--- src/rtl/la_ulpi_phy.sv ---
// la_ulpi_phy: PHY-side ULPI responder.
// Decodes link TXCMDs (transmit, register write, register read), queues transmit bytes
// for a line serializer through a 2-entry FIFO, turns line receive activity into ULPI
// RX data / RXCMD bytes, and holds the function control register (0x04, with set/clear
// aliases at 0x05/0x06).
// Ports:
//   clk, reset                       sole clock, synchronous active-high reset
//   ulpi_data_in, ulpi_stp           link-driven bus value and stop
//   ulpi_dir, ulpi_nxt               PHY bus ownership and throttle
//   ulpi_data_out, ulpi_oen          PHY-driven bus value and pad enable
//   tx_valid, tx_data, tx_ready      byte stream to the serializer
//   tx_eop, tx_abort                 one-cycle end-of-packet / abort pulses
//   rx_active, rx_valid, rx_data, rx_error, linestate   line receiver inputs
//   func_ctrl                        live value of register 0x04
module la_ulpi_phy #(
  parameter logic [15:0] VENDOR_ID  = 16'h0424,
  parameter logic [15:0] PRODUCT_ID = 16'h0009,
  parameter logic [7:0]  FUNC_RESET = 8'h41
) (
  input  logic       clk,
  input  logic       reset,
  input  logic [7:0] ulpi_data_in,
  input  logic       ulpi_stp,
  output logic       ulpi_dir,
  output logic       ulpi_nxt,
  output logic [7:0] ulpi_data_out,
  output logic       ulpi_oen,
  output logic       tx_valid,
  output logic [7:0] tx_data,
  input  logic       tx_ready,
  output logic       tx_eop,
  output logic       tx_abort,
  input  logic       rx_active,
  input  logic       rx_valid,
  input  logic [7:0] rx_data,
  input  logic       rx_error,
  input  logic [1:0] linestate,
  output logic [7:0] func_ctrl
);

  typedef enum logic [3:0] {
    StIdle, StTxData, StTxDrain, StRegwAck, StRegwData, StRegwStp, StRegrAck,
    StRegrTurn, StRegrData, StRxTurn, StRxData, StRxLast, StLsTurn, StLsCmd,
    StTurnBack
  } state_e;

  state_e      state_q, state_d;
  logic        dir_q, dir_d, nxt_q, nxt_d, oen_q, oen_d;
  logic [7:0]  dout_q, dout_d;
  logic        eop_q, eop_d, abort_q, abort_d;
  logic        stp_ff_q, stp_ff_d;   // stp-cycle data was FFh: end with abort
  logic        first_q, first_d;     // next push is the PID byte
  logic [3:0]  pid_q, pid_d;
  logic [5:0]  addr_q, addr_d;
  logic [7:0]  wdata_q, wdata_d;
  logic [7:0]  func_q, func_d;
  logic [1:0]  ls_q, ls_d;           // last linestate reported to the link
  logic [7:0]  fifo_q [2];
  logic [7:0]  fifo_d [2];
  logic        wr_q, wr_d, rd_q, rd_d;
  logic [1:0]  cnt_q, cnt_d;
  logic        push, pop;
  logic [7:0]  push_data, rd_val, rxcmd;

  // rxevent: 01 active, 11 active+error, 00 inactive
  assign rxcmd = {2'b00, rx_active & rx_error, rx_active, 2'b00, linestate};

  always_comb begin
    case (addr_q)
      6'h00:               rd_val = VENDOR_ID[7:0];
      6'h01:               rd_val = VENDOR_ID[15:8];
      6'h02:               rd_val = PRODUCT_ID[7:0];
      6'h03:               rd_val = PRODUCT_ID[15:8];
      6'h04, 6'h05, 6'h06: rd_val = func_q;
      default:             rd_val = 8'h00;
    endcase
  end

  always_comb begin
    state_d   = state_q;
    dir_d     = 1'b0;
    nxt_d     = 1'b0;
    oen_d     = 1'b0;
    dout_d    = 8'h00;
    eop_d     = 1'b0;
    abort_d   = 1'b0;
    stp_ff_d  = stp_ff_q;
    first_d   = first_q;
    pid_d     = pid_q;
    addr_d    = addr_q;
    wdata_d   = wdata_q;
    func_d    = func_q;
    ls_d      = ls_q;
    push      = 1'b0;
    push_data = ulpi_data_in;
    pop       = (cnt_q != 2'd0) && tx_ready;

    unique case (state_q)
      StIdle: begin
        if (rx_active) begin
          // Receive wins; any command this cycle is left unacknowledged for a retry.
          state_d = StRxTurn;
          dir_d   = 1'b1;
          nxt_d   = 1'b1;
        end else if (linestate != ls_q) begin
          state_d = StLsTurn;
          dir_d   = 1'b1;
        end else begin
          unique case (ulpi_data_in[7:6])
            2'b01: begin
              state_d = StTxData;
              nxt_d   = 1'b1;
              first_d = 1'b1;
              pid_d   = ulpi_data_in[3:0];
            end
            2'b10: begin
              state_d = StRegwAck;
              nxt_d   = 1'b1;
              addr_d  = ulpi_data_in[5:0];
            end
            2'b11: begin
              state_d = StRegrAck;
              nxt_d   = 1'b1;
              addr_d  = ulpi_data_in[5:0];
            end
            default: ;
          endcase
        end
      end
      StTxData: begin
        if (ulpi_stp) begin
          state_d  = StTxDrain;
          stp_ff_d = (ulpi_data_in == 8'hFF);
        end else if (nxt_q) begin
          push = 1'b1;
          if (first_q) push_data = {~pid_q, pid_q};
          first_d = 1'b0;
        end
      end
      StTxDrain: ;
      StRegwAck: begin
        if (ulpi_stp) begin
          state_d = StIdle;
        end else begin
          state_d = StRegwData;
          nxt_d   = 1'b1;
        end
      end
      StRegwData: begin
        if (ulpi_stp) begin
          state_d = StIdle;
        end else begin
          state_d = StRegwStp;
          wdata_d = ulpi_data_in;
        end
      end
      StRegwStp: begin
        if (ulpi_stp) begin
          state_d = StIdle;
          case (addr_q)
            6'h04:   func_d = wdata_q;
            6'h05:   func_d = func_q | wdata_q;
            6'h06:   func_d = func_q & ~wdata_q;
            default: ;
          endcase
        end
      end
      StRegrAck: begin
        state_d = StRegrTurn;
        dir_d   = 1'b1;
      end
      StRegrTurn: begin
        state_d = StRegrData;
        dir_d   = 1'b1;
        oen_d   = 1'b1;
        dout_d  = rd_val;
      end
      StRxTurn, StRxData: begin
        dir_d = 1'b1;
        oen_d = 1'b1;
        if (!rx_active) begin
          state_d = StRxLast;
          dout_d  = rxcmd;
          ls_d    = linestate;
        end else if (rx_valid) begin
          state_d = StRxData;
          nxt_d   = 1'b1;
          dout_d  = rx_data;
        end else begin
          state_d = StRxData;
          dout_d  = rxcmd;
          ls_d    = linestate;
        end
      end
      StLsTurn: begin
        state_d = StLsCmd;
        dir_d   = 1'b1;
        oen_d   = 1'b1;
        dout_d  = rxcmd;
        ls_d    = linestate;
      end
      StRegrData, StRxLast, StLsCmd: state_d = StTurnBack;
      StTurnBack: state_d = StIdle;
      default: state_d = StIdle;
    endcase

    fifo_d = fifo_q;
    if (push) fifo_d[wr_q] = push_data;
    wr_d  = wr_q ^ push;
    rd_d  = rd_q ^ pop;
    cnt_d = cnt_q + {1'b0, push} - {1'b0, pop};

    // Throttle so the next cycle's push can never overflow the 2-entry FIFO.
    if (state_q == StTxData && !ulpi_stp) nxt_d = (cnt_d <= 2'd1);

    if (state_q == StTxDrain && cnt_d == 2'd0) begin
      state_d = StIdle;
      eop_d   = ~stp_ff_q;
      abort_d = stp_ff_q;
    end
  end

  always_ff @(posedge clk) begin
    if (reset) begin
      state_q  <= StIdle;
      dir_q    <= 1'b0;
      nxt_q    <= 1'b0;
      oen_q    <= 1'b0;
      dout_q   <= 8'h00;
      eop_q    <= 1'b0;
      abort_q  <= 1'b0;
      stp_ff_q <= 1'b0;
      first_q  <= 1'b0;
      pid_q    <= 4'h0;
      addr_q   <= 6'h00;
      wdata_q  <= 8'h00;
      func_q   <= FUNC_RESET;
      ls_q     <= 2'b00;
      fifo_q   <= '{8'h00, 8'h00};
      wr_q     <= 1'b0;
      rd_q     <= 1'b0;
      cnt_q    <= 2'd0;
    end else begin
      state_q  <= state_d;
      dir_q    <= dir_d;
      nxt_q    <= nxt_d;
      oen_q    <= oen_d;
      dout_q   <= dout_d;
      eop_q    <= eop_d;
      abort_q  <= abort_d;
      stp_ff_q <= stp_ff_d;
      first_q  <= first_d;
      pid_q    <= pid_d;
      addr_q   <= addr_d;
      wdata_q  <= wdata_d;
      func_q   <= func_d;
      ls_q     <= ls_d;
      fifo_q   <= fifo_d;
      wr_q     <= wr_d;
      rd_q     <= rd_d;
      cnt_q    <= cnt_d;
    end
  end

  assign ulpi_dir      = dir_q;
  assign ulpi_nxt      = nxt_q;
  assign ulpi_oen      = oen_q;
  assign ulpi_data_out = dout_q;
  assign tx_valid      = (cnt_q != 2'd0);
  assign tx_data       = fifo_q[rd_q];
  assign tx_eop        = eop_q;
  assign tx_abort      = abort_q;
  assign func_ctrl     = func_q;

endmodule

--- config.mk ---
export PLATFORM = sky130hd
export DESIGN_NAME = la_ulpi_phy
export DESIGN_NICKNAME = d
export VERILOG_FILES = /design/src/rtl/la_ulpi_phy.sv
export SDC_FILE = /design/constraint.sdc
export NUM_CORES = 1
export LEC_CHECK = 0
export CAP_MARGIN = 20
export CELL_PAD_IN_SITES_DETAIL_PLACEMENT = 1
export CELL_PAD_IN_SITES_GLOBAL_PLACEMENT = 1
export CORE_ASPECT_RATIO = 1.4
export CORE_MARGIN = 2
export CORE_UTILIZATION = 40
export DETAILED_ROUTE_END_ITERATION = 8
export HOLD_SLACK_MARGIN = 0.08
export PLACE_DENSITY = 0.83
export SYNTH_ARGS = -nofsm -noshare
export SYNTH_HDL_FRONTEND = slang
export SYNTH_SLANG_ARGS = --single-unit
--- constraint.sdc ---
create_clock -name clk -period 3 [get_ports clk]
set_input_delay 0.45 -clock clk [delete_from_list [all_inputs] [get_ports clk]]
set_output_delay 0.45 -clock clk [all_outputs]
set_load 0.05 [all_outputs]
; After elaboration in Yosys (flattened, before gate mapping)
; Index checks and enable logic that the tools add are counted.
[word_totals]
reg_bits = 67
latchBits = 0
mem_bits_rw = 0
mem_bits_ro = 0
inputBits = 25
output_inout_bits = 30
wordCells = 149
memories = 0
[op_classes]
n_addsub = 2
mul = 0
div_mod_pow = 0
order_cmp = 4
n_eq_ne = 32
n_shift = 0
n_mux = 48
bitwise = 15
reduce_logical = 29
[op_table]
columns = operator, n
row1 = 8-bit 2-to-1 mux, 10
row2 = 8-bit case mux with 3 select lines, 2
row3 = 4-bit case mux with 11 select lines, 1
row4 = 8-bit case mux with 4 select lines, 1
row5 = 4-bit == test (second input constant), 6
row6 = 1-bit 2-to-1 mux, 19
row7 = 6-bit by 3-bit == test with 1-bit output (second input constant), 3
row8 = 16-bit bitwise mux, 1
row9 = 4-bit by 3-bit == test with 1-bit output (second input constant), 4
row10 = 4-bit 2-to-1 mux, 4
row11 = 2-bit != test (second input constant), 6
row12 = 4-bit case mux with 3 select lines, 1
row13 = 4-bit AND reduction, 3
row14 = 3-bit OR reduction, 3
row15 = 8-bit AND, 1
row16 = 8-bit demux with 1-bit select, 1
row17 = 4-bit by 2-bit == test with 1-bit output (second input constant), 2
row18 = 8-bit == test (second input constant), 1
row19 = 8-bit inverter, 1
row20 = 8-bit bitwise OR, 1
row21 = 2-bit OR reduction, 4
row22 = 6-bit by 1-bit == test with 1-bit output (second input constant), 1
row23 = 6-bit by 2-bit == test with 1-bit output (second input constant), 1
row24 = 6-bit zero test, 1
row25 = other kinds (33), 52

; Logic depth before layout (Yosys ltp)
; Gate-level depths: netlist (run 1).
[logic_depth]
word_depth = 9
mapped_depth = 13
depth_no_buf = 11

; Least setup slack after synthesis (run 1)
; No wires, ideal clock.
[synth_timing]
path_kind = reg-to-reg
from = reg state_q[1]
to = reg state_q[1]
setup_ps = 116
t_arrival_ps = 2534
t_required_ps = 2884
setup_slack_ps = 350
stages_incl_launch_ff = 14
n_path_buf = 2
period_less_slack_ps = 2650
path_cell_list = dfxtp_1 buf_6 nor3_4 and3_1 buf_6 inv_1 ha_1 inv_1 ha_1 xor2_1 xnor2_1 or3b_1 nor2b_4 a21boi_1
[synth_via]
elab_chain_len = 7
word_cells_on_any_way = 28
classes_between = add/sub: 2 / eq/ne: 16 / mux: 2 / bitwise: 1 / reduce/logical: 7
[synth_lines]
columns = element, line_no
row1 = start: declaration, 47  ; state_e state_q, state_d;
row2 = start signal: assignment, 225  ; state_q <= StIdle;
row3 = start signal: assignment, 244  ; state_q <= state_d;
row4 = 4-bit by 1-bit == test with 1-bit output, 98  ; unique case (state_q)
row5 = 1-bit 2-to-1 mux, 98
row6 = 2-bit by 1-bit adder with 2-bit output, 211  ; cnt_d = cnt_q + {1'b0, push} - {1'b0, pop};
row7 = 2-bit by 1-bit subtractor with 2-bit output, 211
row8 = 2-bit zero test, 216  ; if (state_q == StTxDrain && cnt_d == 2'd0) begin
row9 = 1-bit logical AND, 216
row10 = 2-bit OR reduction (no line), -
; Parallel ways exist; a longest one is shown, timed or not.
; A chain may end at the register's enable or synchronous reset.

; Worst setup path after layout (run 1)
[layout_timing]
from = in ulpi_stp
to = reg state_q[1]
[layout_via]
elab_chain_len = 7
word_cells_on_any_way = 10
classes_between = add/sub: 2 / eq/ne: 2 / mux: 2 / reduce/logical: 4
[layout_lines]
columns = element, line_no
row1 = start: declaration, 23  ; input logic ulpi_stp,
row2 = 1-bit 2-to-1 mux, 131  ; if (ulpi_stp) begin
row3 = 1-bit 2-to-1 mux, 98
row4 = 2-bit by 1-bit adder with 2-bit output, 211
row5 = 2-bit by 1-bit subtractor with 2-bit output, 211
row6 = 2-bit zero test, 216
row7 = 1-bit logical AND, 216
row8 = 2-bit OR reduction (no line), -
; Parallel ways exist; a longest one is shown, timed or not.

==> out/results.ini, run 1 <==
[floorplanning]
start_util_pct=41.35
std_cell_rows=38
dieHeight_um=110.2
design.core.area_um2=7797
die_w_um=79.88
die_area_um2=8805
ios=55

[cells_and_area]
nets=444
fin_util_pct=51.57
design_area_um2=4021
final_cell_mix=67 x dfxtp_1, 53 x clkdlybuf4s50_1, 47 x nor2_1
antenna_cells=0
drive_gt1_share_pct=11.96
layout_commonest_cell=dfxtp_1
syn_to_final_growth_pct=24.72

[hold_path]
hold_end=wdata_q[1]
hold_path.class=reg -> reg
min-delay-start=wdata_q[1]
holdPathStages=2

[power_and_ir_drop]
vdd_drop_max_mv=0.2737
p_per_area_nw_per_um2=676.9
comb_power_share_pct=38.3
switching_share_pct=37.11
p_switching_mw=1.010
sequentialPowerShare_pct=37.6
clkPwrFrac_pct=24.2
intPower_mw=1.712
cellLeakagePower_nw=1.495

[yosys]
synth_top_family_by_area=simple AND/OR/NAND/NOR gates
synth.top_cell.area_share_pct=41.60
syn_avg_cell_area_um2=8.957
yosys.area_share.adder_pct=1.552
synth_edf_count=0
synth_async_sr_flop_share_pct=0
synthCells=360
synth_compound_area_share_pct=19.95
yosys.area_share.simple_pct=22.89
synth.area.mux_share_pct=7.839
yosys_warnings=0
synthXorXnorAreaFrac_pct=1.630
yosysSeqAreaShare_pct=41.60
syn-num-nets=389
synth_area_leaders=dfxtp_1 42%, nor2_1 5.5%, mux2i_1 4.3%
ys_types=58
yosysTopAreaCell=dfxtp_1
syn_area_um2=3224
synth-seq-cells=67
ys.flop_type=dfxtp_1

[drt]
drt_iter0_markers=100
drc=0
viasPerCell=5.498
postRouteAntennaNets=0
wirelength_mm=8.687
num_vias=2848
dr.pass1.iters=4
wl_per_cell_um=16.77

[timing]
setup_viol=0
maxSlewHeadroom_pct=60.33
min_period_over_period_pct=87.37
fin_worst_skew_ns=0.009313
fmax_mhz=381.5
rsz0062_at_grt=no
period_needed_ns=2.621
tightest_slew_ns=0.5906
fin_tns_setup_ns=0
drv_slew=0
finalHoldViolations=0

[placed_design]
dp_hpwl_mm=6.262
place_area_um2=3855
io_buffers=54
gp_congestion=0.7767

[cts]
cts_buffers=9
cts_root_buffer=clkbuf_8
post_cts_resized=0
path_clk_slew_ns=0.07
clock_sinks=67
clock_path_buffers=2
cts_tree=built
htreeDepth=3
postCtsHoldBufs=0
clk_latency_ns=0.34
post_cts_buffers=0

[global_route]
grt_pass1_vias=2944
antenna_found_initial=0
grt_pass1_wl_mm=14.49
grt_max_degree=32
grt-ovfl-total=0
grt_usage_pct=21.30

[setup_path]
rrSetupSlack_ns=0.43
regToRegEndpoint=state_q[1]
criticalPathCategory=in -> reg
r2r-start=state_q[0]
path_max_fanout=3
worstRegToRegCells=11
required_ns=3.23
cp-end-kind=flop
cp.arrival_ns=2.85
start_kind=primary input

[job]
maxCapViolCount=0

[status]
status=completed

[state kept, by name, summed over array words and instances, names as in the netlist, 2 cells and up]
name / cells
addr_q: 6
cnt_q: 2
fifo_q: 16
func_ctrl: 8
ls_q: 2
pid_q: 4
state_q: 4
ulpi_data_out: 8
wdata_q: 8
[cell usage after synthesis, drive strengths merged (5+ instances only)]
cell and number:
dfxtp 67, nor2 47, a21oi 22, nand2 20
o21ai 18, nand2b 15, nand3 15, mux2i 14
clkbuf 12, a211oi 11, a22oi 11, mux2 10
buf 9, inv 9, o22ai 9, nor2b 6
a21boi 5
[through the flow]
step | cells | hold slack [ns] | worst slack, ns | total power [mW]
2_1_floorplan | 360 | 0.4148 | 0.3498 | 1.803
3_3_place_gp | 504 | 0.4569 | 0.1325 | 2.041
3_5_place_dp | 504 | 0.4675 | 0.03095 | 2.074
4_1_cts | 518 | 0.4826 | 0.3552 | 2.744
5_1_grt | 518 | 0.5086 | 0.1920 | 2.886
6_report | 518 | 0.4830 | 0.3788 | 2.722
[routing by layer]
metal	wire length, µm	up-vias	global-route usage, %
met1	3786	1370	24.63
met5	0	-	0
met2	4432	59	37.80
li1	-	1402	-
met3	300	17	4.479
met4	167	0	8.959
[power groups by stage]
stage          Combinational, mW  Sequential, mW  Clock (mW)
2_1_floorplan              0.726            1.08           0
3_3_place_gp                1.00            1.04           0
3_5_place_dp                1.03            1.04           0
4_1_cts                     1.04            1.02       0.675
5_1_grt                     1.14            1.03       0.715
6_report                    1.04            1.02       0.658
[worst max-delay path by stage]
stage | from | endpoint | depth (start not counted)
after floorplan | state_q[1] | state_q[1] | 13
after global placement | ulpi_stp | state_q[1] | 12
after detailed placement | ulpi_stp | state_q[1] | 12
after CTS | ulpi_stp | state_q[1] | 12
after global routing | state_q[0] | state_q[1] | 11
final | ulpi_stp | state_q[1] | 12
[cell families after synthesis]
kind of cell | after synthesis
adders and majority gates | 4
DFF | 67
buffers and inverters | 30
and+or+nand+nor | 132
AOI/OAI and AO/OA | 97
xor gates and xnor gates | 6
muxes | 24
[critical path, cell delays in order]
cell             delay [ns]
clkdlybuf4s50_1        0.46
nor3_4                 0.14
and3_1                 0.20
inv_1                  0.05
ha_1                   0.26
inv_1                  0.04
ha_1                   0.18
xor2_1                 0.15
xnor2_1                0.20
or3b_1                 0.42
nor2b_4                0.16
a21boi_1               0.15
[final cells by class]
type	count	area (µm²)
clock buffer	11	151.4
clock inverter	3	15.01
fill	934	3776
inverter	9	33.78
multi-input combinational	263	1737
sequential	67	1341
tap	100	125.1
timing repair buffer	65	618.1
No activity file was read; power rests on OpenSTA's default activity.
==> run 2: changes to the inputs <==
Settings changed: PLACE_DENSITY 0.83 to not set, PLACE_DENSITY_LB_ADDON set to 0.1, SLEW_MARGIN set to 20.
==> run 2 against run 1 <==
Worst hold slack gained 0.0031 ns. First-iteration DRC count grew 16%. Count of clock-buffer cells in the layout shrank 1. Non-clock buffer count is the same. Critical path type unchanged. Core utilization grew 0.85 points. Highest routed layer unchanged. Power grew 7.8%. Combinational power is essentially flat. Critical path depth is the same. Sequential cell count is the same. Largest power group unchanged. Via count shrank 0.35%.
==> out/results.ini, run 2 (synthesis gave the netlist of run 1 again) <==
[timing]
fmax_mhz=387.1  ; +1.5%
min_period_over_period_pct=86.11  ; -1.3 points
fin_tns_setup_ns=0  ; unchanged
period_needed_ns=2.583  ; -0.03780 ns
hold_ws_ns=0.4861  ; +0.003101 ns
tightest_slew_ns=0.7707  ; +0.1801 ns
fin_worst_skew_ns=0.01367  ; +0.004352 ns
finalHoldViolations=0  ; unchanged
maxSlewHeadroom_pct=48.62  ; -12 points
setup_viol=0  ; unchanged
rsz0062_at_grt=no
drv_slew=0  ; unchanged
worst_slack_ns=0.4166  ; +0.03780 ns

[setup_path]
path_max_fanout=3  ; unchanged
slowest_stage=clkdlybuf4s50_1
r2r-start=state_q[0]
crit_path_start=ulpi_stp
cp_cell_sequence=clkdlybuf4s50_1 -> nor3_4 -> and3_1 -> inv_1 -> ha_1 -> inv_1 -> ha_1 -> xor2_1 -> xnor2_1 -> or3b_1 -> nor2b_4 -> a21boi_1
cp-end-kind=flop
worst-path-buf-inv=3  ; unchanged
criticalPathCategory=in -> reg
start_kind=primary input
critical-path-top-delay-family=simple AND/OR/NAND/NOR gates
crit_path_max_incr_delay_ns=0.46  ; about the same
required_ns=3.24  ; about the same
cp.arrival_ns=2.82  ; -0.03 ns

[cts]
clock_path_buffers=2  ; unchanged
postCtsHoldBufs=0  ; unchanged
htreeDepth=3  ; unchanged
clk_latency_ns=0.34  ; about the same
post_cts_resized=0  ; unchanged
cts_tree=built
cts_buffers=9  ; unchanged
path_clk_slew_ns=0.09  ; +0.02 ns
clock_sinks=67  ; unchanged
cts_root_buffer=clkbuf_8
post_cts_buffers=0  ; unchanged

[drt]
postRouteAntennaNets=0  ; unchanged
wl_per_cell_um=16.75  ; -0.13%
drt_iter0_markers=116  ; +16%
num_vias=2838  ; -0.35%
viasPerCell=5.458  ; -0.73%
wirelength_mm=8.709  ; +0.25%
drc=0  ; unchanged
dr.pass1.iters=4  ; unchanged

[floorplanning]
die_area_um2=8805  ; unchanged
ios=55  ; unchanged
die_w_um=79.88  ; unchanged
design.core.area_um2=7797  ; unchanged
std_cell_rows=38  ; unchanged
dieHeight_um=110.2  ; unchanged
start_util_pct=41.35  ; unchanged

[placed_design]
pre_cts_ws_ns=0.02424  ; -0.006709 ns
place_area_um2=3855  ; unchanged
dp_cells=504  ; unchanged
dp_hpwl_mm=6.508  ; +3.9%
gp_congestion=0.7693  ; -0.95%
io_buffers=54  ; unchanged

[cells_and_area]
fin_util_pct=52.42  ; +0.85 points
layout_commonest_cell=dfxtp_1
antenna_cells=0  ; unchanged
drive_gt1_share_pct=12.38  ; +0.42 points
syn_to_final_growth_pct=26.78
top_register=fifo_q
final_cell_mix=67 x dfxtp_1, 53 x clkdlybuf4s50_1, 47 x nor2_1
final_cells=520  ; +0.39%
largest_reg_flops=16  ; unchanged
nets=444  ; unchanged
design_area_um2=4088  ; +1.6%

[power_and_ir_drop]
cellLeakagePower_nw=1.521  ; +1.8%
vdd_drop_max_mv=0.3158  ; +15%
p_per_area_nw_per_um2=717.9  ; +6.0%
p_total_mw=2.934  ; +7.8%

[global_route]
grt_pass1_vias=2903  ; -1.4%
use_met1_pct=24.15  ; -0.48 points
grtUsageMet2_pct=37.62  ; -0.18 points
gr-usage-met3_pct=2.524  ; -2.0 points
busiest_layer=met2
grt_max_degree=40  ; +25%
grt_pass1_wl_mm=14.19  ; -2.0%
antenna_found_initial=0  ; unchanged
grt-ovfl-total=0  ; unchanged
grt_usage_pct=21.01  ; -0.29 points

[status]
status=completed

[hold_path]
hold_path.class=reg -> reg
min-delay-start=fifo_q[11]

[job]
maxCapViolCount=0  ; unchanged

==> run 2: where the power goes <==
| group | total (mW) | switching, mW | leakage [nW] | internal [mW] |
|---|---|---|---|---|
| Clock | 0.876 | 0.376 | 0.117 | 0.500 |
| Combinational | 1.04 | 0.621 | 0.862 | 0.415 |
| Sequential | 1.02 | 0.0583 | 0.542 | 0.965 |
==> run 2: final cells by class <==
class                      count  area (µm²)
fill                         926        3710
multi-input combinational    263        1737
sequential                    67        1341
timing repair buffer          65       618.1
clock buffer                  10       137.6
tap                          100       125.1
clock inverter                 6       95.09
inverter                       9       33.78
==> run 2: path summary, 6_finish.rpt <==
| path | endpoint | slack [ns] | cells after the start |
|---|---|---|---|
| max | state_q[1] | 0.42 | 12 |
| min | fifo_q[11] | 0.49 | 2 |
| max reg2reg | state_q[1] | 0.48 | 11 |
| min reg2reg | fifo_q[11] | 0.49 | 2 |
==> run 2: worst register-to-register path: cells and delay by family (launching register included) <==
family | cells | cell delay [ns]
flops | 1 | 0.32
fa+ha+maj | 2 | 0.41
buf+inv | 2 | 0.11
xor+xnor | 2 | 0.35
compound gates | 1 | 0.15
simple gates | 4 | 1.06
==> run 2: per-layer routing <==
metal | routed length [µm] | up-vias
met5 | 0 | -
met2 | 4505 | 54
met1 | 3717 | 1358
met3 | 214 | 21
li1 | - | 1405
met4 | 271 | 0
